[src/rtl/instr_encoder.sv]
// RV32I instruction encoder: turns a decoded request (one-hot class, ALU code,
// register indices, immediate) into a 32-bit instruction word plus its memory address.
module instr_encoder #(
    parameter logic [31:0] BASE_ADDR = 32'h0,
    parameter int unsigned DEPTH     = 256
) (
    input  logic        clk,
    input  logic        rst_n,
    input  logic        in_valid,
    output logic        in_ready,
    input  logic [8:0]  op_class,
    input  logic [3:0]  alu_ctrl,
    input  logic [2:0]  func3_in,
    input  logic [4:0]  rd,
    input  logic [4:0]  rs1,
    input  logic [4:0]  rs2,
    input  logic [31:0] imm,
    input  logic        addr_clr,
    output logic        out_valid,
    input  logic        out_ready,
    output logic [31:0] out_instr,
    output logic [31:0] out_addr,
    output logic        err
);

    localparam logic [6:0] OP_R      = 7'b0110011;
    localparam logic [6:0] OP_I      = 7'b0010011;
    localparam logic [6:0] OP_LOAD   = 7'b0000011;
    localparam logic [6:0] OP_STORE  = 7'b0100011;
    localparam logic [6:0] OP_BRANCH = 7'b1100011;
    localparam logic [6:0] OP_JAL    = 7'b1101111;
    localparam logic [6:0] OP_JALR   = 7'b1100111;
    localparam logic [6:0] OP_LUI    = 7'b0110111;
    localparam logic [6:0] OP_AUIPC  = 7'b0010111;

    localparam logic [31:0] LAST_ADDR = BASE_ADDR + 32'(4 * (DEPTH - 1));

    logic        r_out_valid;
    logic [31:0] r_out_instr;
    logic [31:0] r_out_addr;
    logic        r_err;
    logic [31:0] r_next_addr;

    logic        w_accept;
    logic        w_legal;
    logic [31:0] w_instr;
    logic [2:0]  w_alu_f3;
    logic        w_alu_b30;
    logic        w_alu_ok;
    logic        w_alu_shift;

    // Handshakes: a transfer happens on a rising edge where valid and ready are both 1.
    // Upstream: in_ready is high when the single output register is empty or being drained.
    // Downstream: out_valid stays high with stable data until out_ready is seen.
    assign in_ready  = !r_out_valid || out_ready;
    assign w_accept  = in_valid && in_ready;
    assign out_valid = r_out_valid;
    assign out_instr = r_out_instr;
    assign out_addr  = r_out_addr;
    assign err       = r_err;

    always_comb begin
        w_alu_f3    = 3'b000;
        w_alu_b30   = 1'b0;
        w_alu_ok    = 1'b1;
        w_alu_shift = 1'b0;
        case (alu_ctrl)
            4'b0000: w_alu_f3 = 3'b000;
            4'b0001: begin w_alu_f3 = 3'b001; w_alu_shift = 1'b1; end
            4'b0010: w_alu_f3 = 3'b010;
            4'b0011: w_alu_f3 = 3'b011;
            4'b0100: w_alu_f3 = 3'b100;
            4'b0101: begin w_alu_f3 = 3'b101; w_alu_shift = 1'b1; end
            4'b0110: begin w_alu_f3 = 3'b101; w_alu_b30 = 1'b1; w_alu_shift = 1'b1; end
            4'b0111: w_alu_f3 = 3'b110;
            4'b1000: w_alu_f3 = 3'b111;
            4'b1001: begin w_alu_f3 = 3'b000; w_alu_b30 = 1'b1; end
            default: w_alu_ok = 1'b0;
        endcase
    end

    // Class priority below is irrelevant for legal requests, which are strictly one-hot.
    always_comb begin
        w_instr = 32'h0;
        w_legal = $onehot(op_class);
        if (op_class[0]) begin
            w_instr = {1'b0, w_alu_b30, 5'b0, rs2, rs1, w_alu_f3, rd, OP_R};
            if (!w_alu_ok) w_legal = 1'b0;
        end else if (op_class[1]) begin
            if (w_alu_shift)
                w_instr = {1'b0, w_alu_b30, 5'b0, imm[4:0], rs1, w_alu_f3, rd, OP_I};
            else
                w_instr = {imm[11:0], rs1, w_alu_f3, rd, OP_I};
            if (!w_alu_ok || alu_ctrl == 4'b1001) w_legal = 1'b0;
        end else if (op_class[2]) begin
            w_instr = {imm[11:5], rs2, rs1, func3_in, imm[4:0], OP_STORE};
            if (func3_in > 3'b010) w_legal = 1'b0;
        end else if (op_class[3]) begin
            w_instr = {imm[11:0], rs1, func3_in, rd, OP_LOAD};
            if (func3_in == 3'b011 || func3_in == 3'b110 || func3_in == 3'b111) w_legal = 1'b0;
        end else if (op_class[4]) begin
            w_instr = {imm[12], imm[10:5], rs2, rs1, func3_in, imm[4:1], imm[11], OP_BRANCH};
            if (func3_in == 3'b010 || func3_in == 3'b011) w_legal = 1'b0;
        end else if (op_class[5]) begin
            w_instr = {imm[20], imm[10:1], imm[11], imm[19:12], rd, OP_JAL};
        end else if (op_class[6]) begin
            w_instr = {imm[11:0], rs1, 3'b000, rd, OP_JALR};
        end else if (op_class[7]) begin
            w_instr = {imm[31:12], rd, OP_LUI};
        end else if (op_class[8]) begin
            w_instr = {imm[31:12], rd, OP_AUIPC};
        end
    end

    always_ff @(posedge clk) begin
        if (!rst_n) begin
            r_out_valid <= 1'b0;
            r_out_instr <= 32'h0;
            r_out_addr  <= 32'h0;
            r_err       <= 1'b0;
            r_next_addr <= BASE_ADDR;
        end else begin
            r_err <= w_accept && !w_legal;
            if (w_accept && w_legal) begin
                r_out_valid <= 1'b1;
                r_out_instr <= w_instr;
                r_out_addr  <= r_next_addr;
            end else if (out_ready) begin
                r_out_valid <= 1'b0;
            end
            // A word accepted together with addr_clr still takes the pre-clear address.
            if (addr_clr)
                r_next_addr <= BASE_ADDR;
            else if (w_accept && w_legal)
                r_next_addr <= (r_next_addr == LAST_ADDR) ? BASE_ADDR : r_next_addr + 32'd4;
        end
    end

endmodule
[config.mk]
export PLATFORM = sky130hd
export DESIGN_NAME = instr_encoder
export DESIGN_NICKNAME = d
export VERILOG_FILES = /design/src/rtl/instr_encoder.sv
export SDC_FILE = /design/constraint.sdc
export NUM_CORES = 1
export LEC_CHECK = 0
export CORE_UTILIZATION = 30
export DETAILED_ROUTE_END_ITERATION = 8
export GPL_TIMING_DRIVEN = 1
export PLACE_DENSITY = 0.5
export RECOVER_POWER = 25
export SETUP_SLACK_MARGIN = 0.05
export SLEW_MARGIN = 20
export SYNTH_ARGS = -nofsm -noshare
export SYNTH_HDL_FRONTEND = slang
export SYNTH_SLANG_ARGS = --single-unit
[constraint.sdc]
create_clock -name clk -period 10.4 [get_ports clk]
set_clock_uncertainty 0.15 [all_clocks]
set_input_delay 1.04 -clock clk [delete_from_list [all_inputs] [get_ports clk]]
set_output_delay 1.04 -clock clk [all_outputs]
set_load 0.02 [all_outputs]
* Word-level counts from Yosys, hierarchy flattened *
Cells that the tools add are included.

word-level totals
  bits of input ports = 68
  output and inout bits = 67
  bits in registers = 98
  word-level logic and storage cells = 76

cells by class
  bitwise operators = 1
  $lt $le $gt $ge = 1
  mux-type cells = 27
  reductions and logical operators = 18
  $add $sub $neg = 9
  equality and inequality tests = 15

operators with widths
  operator                                                                         count
  32-bit 2-to-1 mux                                                                11
  32-bit by 3-bit adder with 32-bit output, second input constant                  1
  32-bit by 10-bit equality test with 1-bit output, second input constant          1
  3-bit one-hot mux with 7 select lines                                            1
  4-bit by 3-bit equality test with 1-bit output, second input constant            4
  1-bit 2-to-1 mux                                                                 15
  10-bit OR reduction                                                              1
  1-bit by 1-bit adder with 2-bit output                                           4
  4-bit by 1-bit equality test with 1-bit output, second input constant            2
  4-bit by 2-bit equality test with 1-bit output, second input constant            2
  4-bit equality test, second input constant                                       2
  2-bit by 2-bit adder with 3-bit output                                           2
  3-bit by 2-bit equality test with 1-bit output, second input constant            2
  3-bit equality test, second input constant                                       2
  2-bit OR reduction                                                               3
  1-bit logical OR                                                                 5
  3-bit by 3-bit adder with 4-bit output                                           1
  4-bit by 1-bit adder with 4-bit output                                           1
  4-bit logical NOT                                                                1
  3-bit by 2-bit greater-than comparator with 1-bit output, second input constant  1
  1-bit logical AND                                                                3
  1-bit logical NOT                                                                3
  3-bit OR reduction                                                               1
  2-bit nonzero test                                                               1
  1-bit inverter                                                                   1

* Logic depth before layout (Yosys ltp) *
Gate-level depths: netlist of run 1.

  depth in word-level cells = 13
  depth in mapped cells = 16

* Worst setup path after synthesis of run 1 *
No wires, ideal clock.

  path kind = input-to-reg
  from = input port op_class[3]
  to = register r_next_addr[29]
  buffers on the path = 3
  path slack = 5464 ps
  arrival time = 4715 ps
  stages = 16
  required time = 10179 ps
  cell sequence = buf_2 > inv_1 > fa_1 > fa_1 > fa_1 > inv_1 > fa_1 > inv_1 > fa_1 > a211o_1 > a21oi_1 > buf_4 > buf_4 > nand4_1 > or4_1 > a21oi_1

between the ends
  cells in the longest elaborated chain, start to end = 12
  elaborated cells between the ends (all ways) = 16
  those cells by class = 4 x add/sub; 1 x eq/ne; 10 x mux; 1 x reduce/logical

RTL lines
  what                                                          RTL line  source
  start, declared                                               11        input logic [8:0] op_class,
  1-bit by 1-bit adder with 2-bit output (not written as such)  85        w_legal = $onehot(op_class);
  2-bit by 2-bit adder with 3-bit output (not written as such)  85
  3-bit by 3-bit adder with 4-bit output (not written as such)  85
  4-bit by 1-bit adder with 4-bit output (not written as such)  85
  4-bit by 1-bit equality test with 1-bit output                85
  1-bit 2-to-1 mux                                              103       if (func3_in == 3'b010 || func3_in == 3'b011) w_legal = 1'b0;
  1-bit 2-to-1 mux                                              101       end else if (op_class[4]) begin
  1-bit 2-to-1 mux                                              98        end else if (op_class[3]) begin
  1-bit 2-to-1 mux                                              95        end else if (op_class[2]) begin
  1-bit 2-to-1 mux                                              89        end else if (op_class[1]) begin
  1-bit 2-to-1 mux (*)                                          86        if (op_class[0]) begin
  1-bit logical AND (*)                                         134       else if (w_accept && w_legal)
  end signal, assigned                                          135       r_next_addr <= (r_next_addr == LAST_ADDR) ? BASE_ADDR : r_next_addr + 32'd4;
  end, declared                                                 42        logic [31:0] r_next_addr;

Mark *: on every way between the ends. The rest lies on a longest branch, timed or not.
A chain may end at the register's enable or synchronous reset.

* Worst setup path in the final report of run 1 *
  from = input port op_class[3]
  to = register r_out_instr[24] (netlist: out_instr[24])

between the ends
  cells in the longest elaborated chain, start to end = 12
  elaborated cells between the ends (all ways) = 20
  those cells by class = 4 x add/sub; 1 x eq/ne; 14 x mux; 1 x reduce/logical

RTL lines
  what                                                          RTL line  source
  1-bit by 1-bit adder with 2-bit output (not written as such)  85
  2-bit by 2-bit adder with 3-bit output (not written as such)  85
  3-bit by 3-bit adder with 4-bit output (not written as such)  85
  4-bit by 1-bit adder with 4-bit output (not written as such)  85
  4-bit by 1-bit equality test with 1-bit output                85
  1-bit 2-to-1 mux                                              103
  1-bit 2-to-1 mux                                              101
  1-bit 2-to-1 mux                                              98
  1-bit 2-to-1 mux                                              95
  1-bit 2-to-1 mux                                              89
  1-bit 2-to-1 mux                                              86
  1-bit logical AND                                             124       if (w_accept && w_legal) begin
  end signal, assigned                                          126       r_out_instr <= w_instr;
  end, declared                                                 39        logic [31:0] r_out_instr;

Several ways; a longest one is shown, not always the timed one.

==> flow_metrics.py, run 1 <==
metrics = {
    "floorplan": {
        "floorplan.initialDensity_pct": 31.1,
        "design.core.area_mm2": 0.0161,
        "num_rows": 46,
        "floorplan.die_area_mm2": 0.0172,
        "pin_count": 135,
        "dieWidth_um": 131,
        "dieHeight_um": 131,
    },
    "final_layout": {
        "layout-drive-gt1-share_pct": 5.46,
        "antenna_cells_inserted": 0,
        "synthToLayoutAreaGrowth_pct": 34.4,
        "finish.net_count": 786,
    },
    "timing": {
        "tightest_slew_ps": 955,
        "finalHoldViolCount": 0,
        "final_clock_period_utilization_by_the_worst_path_pct": 58.7,
        "min_period_ps": 6100,
        "max-slew-margin-rel_pct": 35.7,
        "max_freq_ghz": 0.164,
        "slew_viol_final": 0,
        "timing.hold.ws_ps": 323,
        "tns_ps": 0,
        "rsz0062_at_grt": "false",
        "final-setup-viol-count": 0,
    },
    "clock_network": {
        "worstSkewPairLatency_ps": 350,
        "htreeDepth": 3,
        "root_buffer": "sky130_fd_sc_hd__clkbuf_16",
        "cts_max_path_buffers": 2,
        "clk_transition_reported_paths_ps": 70,
        "total_of_cells_resized_after_clock_tree_synthesis": 0,
        "clock_sink_count": 93,
        "tritoncts": "done",
        "cts_setup_buffers": 0,
        "post_cts_hold_buffer_count": 0,
        "tritoncts.num_buffers": 9,
    },
    "pwr": {
        "power_density_mw_per_mm2": 138,
        "fin_total_pwr_uw": 926,
        "cellLeakagePower_nw": 2.22,
        "maximum_vdd_drop_v": 0.0000752,
    },
    "yosys": {
        "ys_ff_latch": 93,
        "syn-instance-count": 613,
        "synthesis.yosys.warnings": 0,
        "yosysTopAreaCell": "sky130_fd_sc_hd__dfxtp_1",
        "sequential_to_total_area_share_from_yosys_stat_pct": 37.3,
        "post-synth-top-count-cell": "sky130_fd_sc_hd__a21oi_1",
        "biggest_area_contributors_in_the_synthesized_netlist": "sky130_fd_sc_hd__dfxtp_1 37%, sky130_fd_sc_hd__a21oi_1 11%, sky130_fd_sc_hd__o21ai_0 5.3%, sky130_fd_sc_hd__nand3_1 4.3%, sky130_fd_sc_hd__o31ai_1 3.6%",
        "number_of_synthesized_flops_with_an_enable_pin": 0,
        "synthDominantCellAreaShare_pct": 37.3,
        "postSynthAreaPerCell_um2": 8.14,
        "synth_ff_type": "sky130_fd_sc_hd__dfxtp_1",
        "syn_area_mm2": 0.00499,
        "netlist-cell-type-count": 62,
        "synthArstFlopShare_pct": 0,
        "synth_top_cells_by_count": "105 x sky130_fd_sc_hd__a21oi_1, 93 x sky130_fd_sc_hd__dfxtp_1, 53 x sky130_fd_sc_hd__o21ai_0",
    },
    "route": {
        "vias": 5243,
        "via_per_inst": 5.64,
        "antenna_left": 0,
        "detail_route.wirelength_mm": 16.6,
        "length_of_the_first_detailed_routing_pass_in_iterations": 4,
        "drt_first_iter_violations": 362,
        "wire_per_inst_um": 17.8,
        "drc_errors": 0,
    },
    "job": {
        "maxCapViolations": 0,
    },
    "global_routing": {
        "track_usage_pct": 19.9,
        "grt_antenna_before_repair": 0,
        "grt_start_max_net_pins": 98,
        "grt_overflow": 0,
        "grt_first_pass_wirelength_mm": 26.4,
        "via_count_of_the_first_global_routing_pass": 5102,
    },
    "critical_path": {
        "path_type_of_the_worst_setup_path": "input pin to register",
        "critical_path.max_fanout": 34,
        "critical_path_required_ps": 10480,
        "cp_data_arrival_time_ps": 6190,
        "setup.worst_path.end_class": "register",
        "cp-start-kind": "input pin",
    },
    "hold_path": {
        "worst_hold_path_type": "register to register",
    },
    "place": {
        "finalWeightedCongestion": 0.862,
        "detailed_placer_s_ending_hpwl_mm": 11.7,
        "port_buffers": 132,
    },
    "status": {
        "outcome": "finished clean",
    },
}
## registers in the layout, indices dropped and copies added (netlist names)
register     flops
err              1
out_instr       31
out_addr        30
out_valid        1
r_next_addr     30
## placed cells by master (no fill, tap or decap), types with 2 or more instances in the layout
cell type,instances
sky130_fd_sc_hd__a21oi_1,105
sky130_fd_sc_hd__dfxtp_1,93
sky130_fd_sc_hd__clkdlybuf4s50_1,93
sky130_fd_sc_hd__o21ai_0,53
sky130_fd_sc_hd__nand3_1,43
sky130_fd_sc_hd__dlygate4sd3_1,39
sky130_fd_sc_hd__nand2_1,26
sky130_fd_sc_hd__o31ai_1,24
sky130_fd_sc_hd__or4_1,24
sky130_fd_sc_hd__nand4_1,21
sky130_fd_sc_hd__inv_1,19
sky130_fd_sc_hd__a22oi_1,18
sky130_fd_sc_hd__a211oi_1,18
sky130_fd_sc_hd__nor2_1,15
sky130_fd_sc_hd__clkbuf_16,9
sky130_fd_sc_hd__a311oi_1,8
sky130_fd_sc_hd__and3_1,7
sky130_fd_sc_hd__nor3_1,6
sky130_fd_sc_hd__or3_1,6
sky130_fd_sc_hd__buf_4,6
sky130_fd_sc_hd__nand2b_1,5
sky130_fd_sc_hd__nor4_1,5
sky130_fd_sc_hd__fa_1,5
sky130_fd_sc_hd__o211ai_1,4
sky130_fd_sc_hd__and2_1,4
sky130_fd_sc_hd__ha_1,4
sky130_fd_sc_hd__and4_1,3
sky130_fd_sc_hd__a21o_1,2
sky130_fd_sc_hd__nor2b_1,2
sky130_fd_sc_hd__nand4_2,2
sky130_fd_sc_hd__nor4b_1,2
sky130_fd_sc_hd__nand3b_1,2
sky130_fd_sc_hd__clkinv_2,2
sky130_fd_sc_hd__o21a_1,2
sky130_fd_sc_hd__a221oi_1,2
sky130_fd_sc_hd__conb_1,2
sky130_fd_sc_hd__clkbuf_8,2
sky130_fd_sc_hd__clkinvlp_4,2
## kinds of logic after synthesis
| logic type | count (synthesis) | synth area share [%] |
|---|---|---|
| flops | 93 | 37.3 |
| other cells | 1 | 0.0751 |
| simple gates | 184 | 21.6 |
| fa+ha+maj | 9 | 3.01 |
| compound gates | 251 | 31.3 |
| buf+inv | 75 | 6.77 |
## power by group
| group | internal, mW | switching, mW | total, mW | leakage (nW) |
|---|---|---|---|---|
| logic | 0.0780 | 0.128 | 0.206 | 1.33 |
| clock network | 0.200 | 0.147 | 0.347 | 0.148 |
| registers | 0.368 | 0.00616 | 0.374 | 0.750 |
## final timing paths
path	from	to	slack, ps	depth (start not counted)
worst max-delay path	op_class[3]	out_instr[24]$_SDFFE_PN0P_	4300	16
worst min-delay path	out_addr[22]$_SDFFE_PN0P_	out_addr[22]$_SDFFE_PN0P_	320	2
worst max register to register	out_valid$_SDFFE_PN0P_	out_instr[24]$_SDFFE_PN0P_	7630	6
worst min register to register	out_addr[22]$_SDFFE_PN0P_	out_addr[22]$_SDFFE_PN0P_	320	2
## layout make-up
cell class                      count  area, µm²
Clock buffer                       11        253
Inverter                           20       76.3
Timing Repair Buffer              139       1380
Sequential cell                    93       1860
Tap cell                          216        270
Clock inverter                      5       58.8
Multi-Input combinational cell    446       2810
Fill cell                        1599       9350
## metal layers
layer / GRT usage [%] / up-vias / part of all wire, %
met2: 32.8 / 147 / 49
met5: 0 / - / 0
met3: 3.71 / 25 / 4.1
met4: 7.44 / 0 / 2.0
met1: 25.9 / 2527 / 45
li1: - / 2544 / -
## worst max-delay path: stages
cell                              delay (ps)
sky130_fd_sc_hd__clkdlybuf4s50_1         700
sky130_fd_sc_hd__inv_1                   130
sky130_fd_sc_hd__fa_1                    470
sky130_fd_sc_hd__fa_1                    510
sky130_fd_sc_hd__fa_1                    410
sky130_fd_sc_hd__inv_1                    80
sky130_fd_sc_hd__fa_1                    200
sky130_fd_sc_hd__inv_1                    70
sky130_fd_sc_hd__fa_1                    380
sky130_fd_sc_hd__a211o_1                 300
sky130_fd_sc_hd__a21oi_1                 150
sky130_fd_sc_hd__buf_4                   260
sky130_fd_sc_hd__and2_2                  610
sky130_fd_sc_hd__buf_4                   460
sky130_fd_sc_hd__a21oi_1                 120
sky130_fd_sc_hd__a311oi_1                290
## per-stage QoR
stage	cells	cell area [µm²]	utilization, %	worst slack [ps]
global route	930	6710	41.8	3890
finish	930	6710	41.8	4300
floorplan	614	5000	-	5460
CTS	930	6710	41.8	4340
global placement	913	6380	39.8	4050
detailed placement	914	6400	39.8	3970
Note: power is estimated with default switching activity, not from simulation.
==> inputs of run 2 (changes only) <==
clock period = 6.2 ns   (was 10.4 ns; I/O delays follow)
==> run 2 against run 1 <==
Worst hold slack got worse by 2.7 ps; worst setup slack got worse by 3400 ps; sequential power increased by 68%; sequential share of layout area decreased by 0.077 points; die area unchanged; cell area increased by 0.28%; routed wire length increased by 1.9%; via count about the same; clock power increased by 69%.
==> flow_metrics.py, run 2 (synthesis results as in run 1) <==
metrics = {
    "hold_path": {
        "hold_path_end": "out_addr[11]$_SDFFE_PN0P_",
        "whs_path_depth": 2,
        "hp-start": "out_addr[11]$_SDFFE_PN0P_",
        "worst_hold_path_type": "register to register",
    },
    "final_layout": {
        "synthToLayoutAreaGrowth_pct": 34.8,
        "register_area_mm2": 0.00186,
        "finish.net_count": 789,
        "number_of_filler_instances_in_the_final_layout": 1591,
        "most_common_cell_after_layout_fill_and_taps_aside": "sky130_fd_sc_hd__a21oi_1",
        "largest_reg_flops": 31,
        "mostFrequentLayoutCells": "105 x sky130_fd_sc_hd__a21oi_1, 93 x sky130_fd_sc_hd__dfxtp_1, 93 x sky130_fd_sc_hd__clkdlybuf4s50_1",
        "layout-drive-gt1-share_pct": 5.32,
        "antenna_cells_inserted": 0,
        "multiInputGateArea_mm2": 0.00281,
    },
    "global_routing": {
        "track_usage_pct": 20.0,
        "via_count_of_the_first_global_routing_pass": 5050,
        "grt_antenna_before_repair": 0,
        "grt_overflow": 0,
        "grt_start_max_net_pins": 63,
        "grt_first_pass_wirelength_mm": 26.5,
    },
    "critical_path": {
        "cp-start-kind": "input pin",
        "worst_r2r_endpoint": "r_next_addr[29]$_SDFFE_PP0P_",
        "rr_worst_depth": 6,
        "cp_data_arrival_time_ps": 5400,
        "path_type_of_the_worst_setup_path": "input pin to register",
        "worst-r2r-setup-slack_ps": 3510,
        "critical_path_required_ps": 6270,
        "critical_path.max_fanout": 28,
        "setup.worst_path.end_class": "register",
        "worstReg2RegStart": "out_valid$_SDFFE_PN0P_",
    },
    "floorplan": {
        "pin_count": 135,
        "floorplan.die_area_mm2": 0.0172,
        "dieHeight_um": 131,
        "num_rows": 46,
        "floorplan.initialDensity_pct": 31.1,
        "dieWidth_um": 131,
        "design.core.area_mm2": 0.0161,
    },
    "place": {
        "port_buffers": 132,
        "detailed_placer_s_ending_hpwl_mm": 12.0,
        "finalWeightedCongestion": 0.870,
    },
    "route": {
        "vias": 5245,
        "antenna_left": 0,
        "detail_route.wirelength_mm": 16.9,
        "length_of_the_first_detailed_routing_pass_in_iterations": 7,
        "via_per_inst": 5.64,
        "drt_first_iter_violations": 276,
        "wire_per_inst_um": 18.2,
        "drc_errors": 0,
    },
    "timing": {
        "final_clock_period_utilization_by_the_worst_path_pct": 86.1,
        "final-setup-viol-count": 0,
        "max-slew-margin-rel_pct": 41.4,
        "min_period_ps": 5340,
        "slew_viol_final": 0,
        "tns_ps": 0,
        "max_freq_ghz": 0.187,
        "timing.hold.ws_ps": 320,
        "tightest_slew_ps": 870,
        "rsz0062_at_grt": "false",
        "finalHoldViolCount": 0,
    },
    "clock_network": {
        "htreeDepth": 3,
        "tritoncts": "done",
        "clk_transition_reported_paths_ps": 60,
        "cts_max_path_buffers": 2,
        "post_cts_hold_buffer_count": 0,
        "cts_setup_buffers": 0,
        "clock_sink_count": 93,
        "total_of_cells_resized_after_clock_tree_synthesis": 0,
        "tritoncts.num_buffers": 9,
        "root_buffer": "sky130_fd_sc_hd__clkbuf_16",
        "worstSkewPairLatency_ps": 340,
    },
    "pwr": {
        "maximum_vdd_drop_v": 0.000123,
        "power_density_mw_per_mm2": 233,
        "cellLeakagePower_nw": 2.24,
    },
    "job": {
        "maxCapViolations": 0,
    },
    "status": {
        "outcome": "finished clean",
    },
}
## run 2: cell count changes in the layout (fill, tap and decap cells not counted), sizes merged
cell      previous run  this run
buf                  7        10
clkinvlp             2         0
clkinv               3         1
bufinv               1         2
## run 2: stage by stage
| step | utilization (%) | area, µm² | worst slack [ps] | total power, mW | instances |
|---|---|---|---|---|---|
| global placement | 40.0 | 6430 | 717 | 0.995 | 917 |
| finish | 41.9 | 6730 | 861 | 1.57 | 930 |
| global route | 41.9 | 6730 | 543 | 1.64 | 930 |
| detailed placement | 40.0 | 6430 | 546 | 1.00 | 917 |
| CTS | 41.9 | 6730 | 904 | 1.59 | 930 |
| floorplan | - | 5000 | 1680 | 0.850 | 614 |
## run 2: metal layers
metal  vias up  wire [µm]  share of wire [%]  global-route usage (%)
met4         0        282                1.7                    6.63
met3        23        753                4.5                    4.03
met1      2527       7710                 46                    26.0
li1       2543          -                  -                       -
met2       152       8140                 48                    33.1
met5         -          0                  0                       0
## run 2: layout make-up
cell class,count,share of cell area (%)
tap,216,4.02
timing repair buffer,142,20.9
multi-input combinational,446,41.8
clock inverter,2,0.892
sequential,93,27.7
inverter,20,1.13
clock buffer,11,3.61
## run 2: worst max-delay path, stage by stage
cell	delay (ps)
sky130_fd_sc_hd__clkdlybuf4s50_1	720
sky130_fd_sc_hd__inv_1	130
sky130_fd_sc_hd__fa_1	470
sky130_fd_sc_hd__fa_1	510
sky130_fd_sc_hd__fa_1	400
sky130_fd_sc_hd__inv_1	80
sky130_fd_sc_hd__fa_1	190
sky130_fd_sc_hd__inv_1	60
sky130_fd_sc_hd__fa_1	390
sky130_fd_sc_hd__a211o_1	310
sky130_fd_sc_hd__a21oi_1	250
sky130_fd_sc_hd__nand2_1	450
sky130_fd_sc_hd__o311ai_4	370
sky130_fd_sc_hd__buf_4	370
sky130_fd_sc_hd__a21oi_1	80
## run 2: how the worst max path moves through the flow
stage                      from                           end  slack (ps)  cells after the start
CTS                 op_class[3]  r_next_addr[27]$_SDFFE_PP0P_         900                     15
detailed placement  op_class[3]  r_next_addr[14]$_SDFFE_PP0P_         550                     15
global placement    op_class[3]  r_next_addr[22]$_SDFFE_PP0P_         720                     15
global route        op_class[3]  r_next_addr[18]$_SDFFE_PP0P_         540                     15
floorplan           op_class[3]  r_next_addr[29]$_SDFFE_PP0P_        1680                     16
finish              op_class[3]  r_next_addr[29]$_SDFFE_PP0P_         860                     15
## run 2: report_power, final
part           leakage, nW  total (mW)  switching, mW  internal, mW
Sequential           0.750       0.627         0.0105         0.617
Combinational         1.34       0.357          0.221         0.136
Clock                0.148       0.586          0.228         0.358
Total                 2.24        1.57          0.460          1.11
